## src/rtl/wb_stream_writer_fifo.sv

```systemverilog
// Word FIFO between the Wishbone stream writer and a valid/ready sink.
// A one-word output register sits after the array, and the stream can be cut into fixed-length packets.
// Define WB_STREAM_FIFO_OVF_EN to build the sticky overflow flag.
module wb_stream_writer_fifo #(
  parameter int DW      = 32,
  parameter int FIFO_AW = 5,
  parameter int LEN_W   = 16
) (
  input  logic               wb_clk_i,
  input  logic               wb_rst_i,
  input  logic [DW-1:0]      fifo_d,
  input  logic               fifo_wr,
  output logic [FIFO_AW:0]   fifo_cnt,
  input  logic               clear_i,
  input  logic [LEN_W-1:0]   pkt_len_i,
  output logic [DW-1:0]      stream_data_o,
  output logic               stream_valid_o,
  input  logic               stream_ready_i,
  output logic               stream_last_o,
  output logic               overflow_o
);

  localparam int DEPTH = 2**FIFO_AW;
  localparam logic [FIFO_AW:0] FULL_CNT = {1'b1, {FIFO_AW{1'b0}}};

  logic [DW-1:0]      mem [DEPTH];
  logic [FIFO_AW-1:0] wr_ptr;
  logic [FIFO_AW-1:0] rd_ptr;
  logic [LEN_W-1:0]   beat_cnt;
  logic [LEN_W-1:0]   pkt_len_m1;
  logic               full;
  logic               wr_acc;
  logic               pop;
  logic               hs;

  // A full array drops the word, even if the same cycle pops a slot free.
  assign full       = (fifo_cnt == FULL_CNT);
  assign wr_acc     = fifo_wr && !full;
  assign pop        = (fifo_cnt != '0) && (!stream_valid_o || stream_ready_i);
  assign hs         = stream_valid_o && stream_ready_i;
  assign pkt_len_m1 = pkt_len_i - LEN_W'(1);

  assign stream_last_o = stream_valid_o && (pkt_len_i != '0) && (beat_cnt == pkt_len_m1);

  // NOTE: the storage array has no reset; only the pointers and the count define which words are live.
  always_ff @(posedge wb_clk_i) begin
    if (wr_acc && !clear_i)
      mem[wr_ptr] <= fifo_d;
  end

  // NOTE: all sequential state uses non-blocking assignments, so every register samples pre-edge values.
  always_ff @(posedge wb_clk_i or posedge wb_rst_i) begin
    if (wb_rst_i) begin
      wr_ptr   <= '0;
      rd_ptr   <= '0;
      fifo_cnt <= '0;
    end else if (clear_i) begin
      wr_ptr   <= '0;
      rd_ptr   <= '0;
      fifo_cnt <= '0;
    end else begin
      if (wr_acc)
        wr_ptr <= wr_ptr + FIFO_AW'(1);
      if (pop)
        rd_ptr <= rd_ptr + FIFO_AW'(1);
      case ({wr_acc, pop})
        2'b10:   fifo_cnt <= fifo_cnt + (FIFO_AW+1)'(1);
        2'b01:   fifo_cnt <= fifo_cnt - (FIFO_AW+1)'(1);
        default: fifo_cnt <= fifo_cnt;
      endcase
    end
  end

  // The output register refills whenever it is empty or is being consumed.
  always_ff @(posedge wb_clk_i or posedge wb_rst_i) begin
    if (wb_rst_i) begin
      stream_data_o  <= '0;
      stream_valid_o <= 1'b0;
    end else if (clear_i) begin
      stream_valid_o <= 1'b0;
    end else if (pop) begin
      stream_data_o  <= mem[rd_ptr];
      stream_valid_o <= 1'b1;
    end else if (stream_ready_i) begin
      stream_valid_o <= 1'b0;
    end
  end

  // With pkt_len_i == 0 the beat counter free-runs and wraps.
  always_ff @(posedge wb_clk_i or posedge wb_rst_i) begin
    if (wb_rst_i)
      beat_cnt <= '0;
    else if (clear_i)
      beat_cnt <= '0;
    else if (hs)
      beat_cnt <= stream_last_o ? '0 : beat_cnt + LEN_W'(1);
  end

`ifdef WB_STREAM_FIFO_OVF_EN
  always_ff @(posedge wb_clk_i or posedge wb_rst_i) begin
    if (wb_rst_i)
      overflow_o <= 1'b0;
    else if (clear_i)
      overflow_o <= 1'b0;
    else if (fifo_wr && full)
      overflow_o <= 1'b1;
  end
`else
  assign overflow_o = 1'b0;
`endif

endmodule

```

## config.mk

```make
export PLATFORM = sky130hd
export DESIGN_NAME = wb_stream_writer_fifo
export DESIGN_NICKNAME = d
export VERILOG_FILES = /design/src/rtl/wb_stream_writer_fifo.sv
export SDC_FILE = /design/constraint.sdc
export NUM_CORES = 1
export LEC_CHECK = 0
export ABC_AREA = 1
export CORE_MARGIN = 1
export CORE_UTILIZATION = 46
export DETAILED_ROUTE_END_ITERATION = 12
export SLEW_MARGIN = 5
export SYNTH_ARGS = -nofsm -noshare
export SYNTH_HDL_FRONTEND = slang
export SYNTH_SLANG_ARGS = --single-unit
```

## constraint.sdc

```tcl
create_clock -name wb_clk_i -period 8.7 [get_ports wb_clk_i]
set_input_delay 0.87 -clock wb_clk_i [delete_from_list [all_inputs] [get_ports wb_clk_i]]
set_output_delay 0.87 -clock wb_clk_i [all_outputs]
set_load 0.01 [all_outputs]
```

==> run metrics <==
Top Ports 94; Horiz. Die Dim around 310 um; # nets final around 3,600; DR DRC count 0; vias per cell 5.85; Critical Path RT 7830 ps; reg-to-reg endpoint stream_data_o[19]$_DFFE_PP0P_; cell area after synthesis between 40,000 and 50,000 um2; peak supply drop between 150 and 200 uV; Worst Hold Class primary input to async pin; Worst Hold Slack 448 ps; post-synth top area share 70.4%; CP max FO 17; cell count of the worst reg-to-reg path 8; Startpoint Class primary input; CP max-delay cell clkdlybuf4s50_1; Netlist cell types 42; Post-synth top cells 1,024 x edfxtp_1, 655 x nor2_1, 448 x o21ai_0, 328 x nand2_1, 138 x o22ai_1; postcts setup bufs 0; Post-synth ARST share approximately 6%; layout cells sized above 1 a little over 8%; Setup Crit Path Kind primary input to output pin; area of the die roughly 96,000 um2; final worst setup slack between 4000 and 5000 ps; RePlAce Congestion between 0.8 and 0.9; Post-synth EDFFs between 1,000 and 1,500; Root Driver clkbuf_16; Seq/Total Area, Yosys between 70% and 80%; count leader, synth edfxtp_1; drt pass-1 iters 5; crit path buf inv count 4; Reg clk slew, reported paths about 60 ps; row count ~110; status complete, no violations; max_cap viols 0; Synth Flop Type edfxtp_1; clock tree buffer depth 3; wire per inst ~25 um; reg-to-reg slack, setup about 4700 ps; critical path arrival roughly 3400 ps; number of port buffers 92; Yosys top cell by area edfxtp_1; Worst path top cell family by delay buffers and inverters; largest net degree at the start of global routing between 200 and 250; Initial Utilization between 40% and 50%; CORE AREA 93,700 um2; initial antenna violation count 3; net count after synthesis around 3,500; DRT iter0 DRCs between 3,000 and 4,000; Layout Utilization a little over half; Post-Route WL 121 mm; period utilization 48.8%; gate count after technology mapping approximately 3,400; H-tree depth 3; Die Ht 310 um; max-slew violation count 0; Post-CTS Resized 0; CTS buffer count 110; crit-path max cell delay around 540 ps; unrepaired setup endpoints after global routing false; final hold violation count 0; Max Clock Freq around 0.24 GHz; Routed Antenna Nets 0; CTS sink cnt about 1,100; worst reg2reg startpoint rd_ptr[1]$_DFFE_PP0P_; P&R area growth vs syn 13.2%; cts hold-fix bufs 0; first-pass GRT wire length around 180 mm; Setup Skew 24.7 ps; fin crit period 4240 ps; WP depth 13; Worst-Skew Late Latency a little under 700 ps; worst-path cell chain clkdlybuf4s50_1 -> inv_2 -> ha_1 -> a21oi_1 -> nand3_1 -> nor2_1 -> nand2_1 -> nor2_1 -> nand2_1 -> nor2_2 -> nand2_4 -> inv_1 -> clkdlybuf4s50_1; Leak 16.2 nW; crit end category output pin; syn avg cell area 12.7 um2; All-Layer GR Usage approximately a quarter; Place WS between 4000 and 5000 ps; Vias ~28,000; Slew HR between 10 and 15%; pwr/cell area approximately 270 nW/um2; # setup viols final 0; setup_tns 0 ps; vias in the first global route 26,600; top post-synthesis cells by area edfxtp_1 70%, nor2_1 5.6%, o21ai_0 5.1%; worst slew pin tran 1330 ps; hpwl dp 62.5 mm; register bit total from synthesis roughly 1,100; total grt overflow 0; warnings from Yosys 0; CTS tree yes
## how the worst max path moves through the flow
stage	to	startpoint	slack [ps]
floorplan	mem[31][0]$_DFFE_PP_	clear_i	4930
global placement	mem[29][23]$_DFFE_PP_	clear_i	4410
detailed placement	mem[29][3]$_DFFE_PP_	clear_i	4390
CTS	stream_last_o	pkt_len_i[0]	4460
global route	stream_last_o	pkt_len_i[0]	4260
finish	stream_last_o	pkt_len_i[0]	4460
## area by class of cell
class                           count  area, um2
Sequential cell                  1089      32400
Clock inverter                     51        498
Inverter                           66        275
Antenna cell                        1       2.50
Tap cell                         1254       1570
Timing Repair Buffer              155       1390
Multi-Input combinational cell   2069      10300
Clock buffer                      154       3000
Fill cell                        7765      44300
## through the flow
step	cells	cell area, um2	power [mW]
after floorplan	3446	43700	7.80
after global placement	4633	46000	8.73
after detailed placement	4633	46000	8.75
after CTS	4838	49500	13.3
after global routing	4838	49500	13.8
final	4839	49500	13.2
## metal layers
metal	GRT usage, %	share of wire [%]	up-vias
li1	-	-	12700
met1	36.7	43	14200
met2	40.3	48	1174
met3	3.14	7.6	141
met4	5.96	1.7	2
met5	0	0.011	-
## flip-flops by register name (all words and copies together), names as in the netlist
| signal | count |
|---|---|
| beat_cnt | 16 |
| fifo_cnt | 6 |
| mem | 1024 |
| rd_ptr | 5 |
| stream_data_o | 32 |
| stream_valid_o | 1 |
| wr_ptr | 5 |
## logic make-up (layout without fill, tap and decap cells)
| family | after synthesis | count (layout) | synth area share (%) |
|---|---|---|---|
| compound gates | 827 | 827 | 10.7 |
| xor+xnor | 28 | 28 | 0.561 |
| fa+ha+maj | 13 | 13 | 0.389 |
| buf+inv | 288 | 426 | 2.85 |
| flops | 1089 | 1089 | 74.1 |
| other cells | 1 | 2 | 0.00858 |
| simple gates | 1200 | 1200 | 11.4 |
## power breakdown
| part | total [mW] | internal (mW) | switching (mW) |
|---|---|---|---|
| clock network | 4.59 | 2.61 | 1.97 |
| registers | 6.05 | 5.86 | 0.192 |
| logic | 2.60 | 0.812 | 1.79 |
## cells in the final DEF (no fill, tap or decap), types with 3 or more instances in the layout
cell	instances
edfxtp_1	1024
nor2_1	622
o21ai_0	448
nand2_1	328
o22ai_1	138
clkbuf_16	111
nand3_1	106
o211ai_1	93
o21ai_1	92
clkdlybuf4s50_1	92
nand4_1	63
buf_4	63
dfrtp_1	61
inv_1	50
nor2_4	37
clkbuf_1	37
o221ai_1	35
xor2_1	22
clkinv_2	19
clkinv_1	18
a21oi_1	17
ha_1	12
inv_2	11
nor2_2	9
nand3_2	9
nor3_1	7
bufinv_16	7
xnor2_1	6
clkbuf_8	6
nor3_2	4
nor4_1	4
clkinvlp_4	4
nand2_2	3
nand3b_1	3
dfrtp_4	3
No activity file was read; power rests on OpenSTA's default activity.
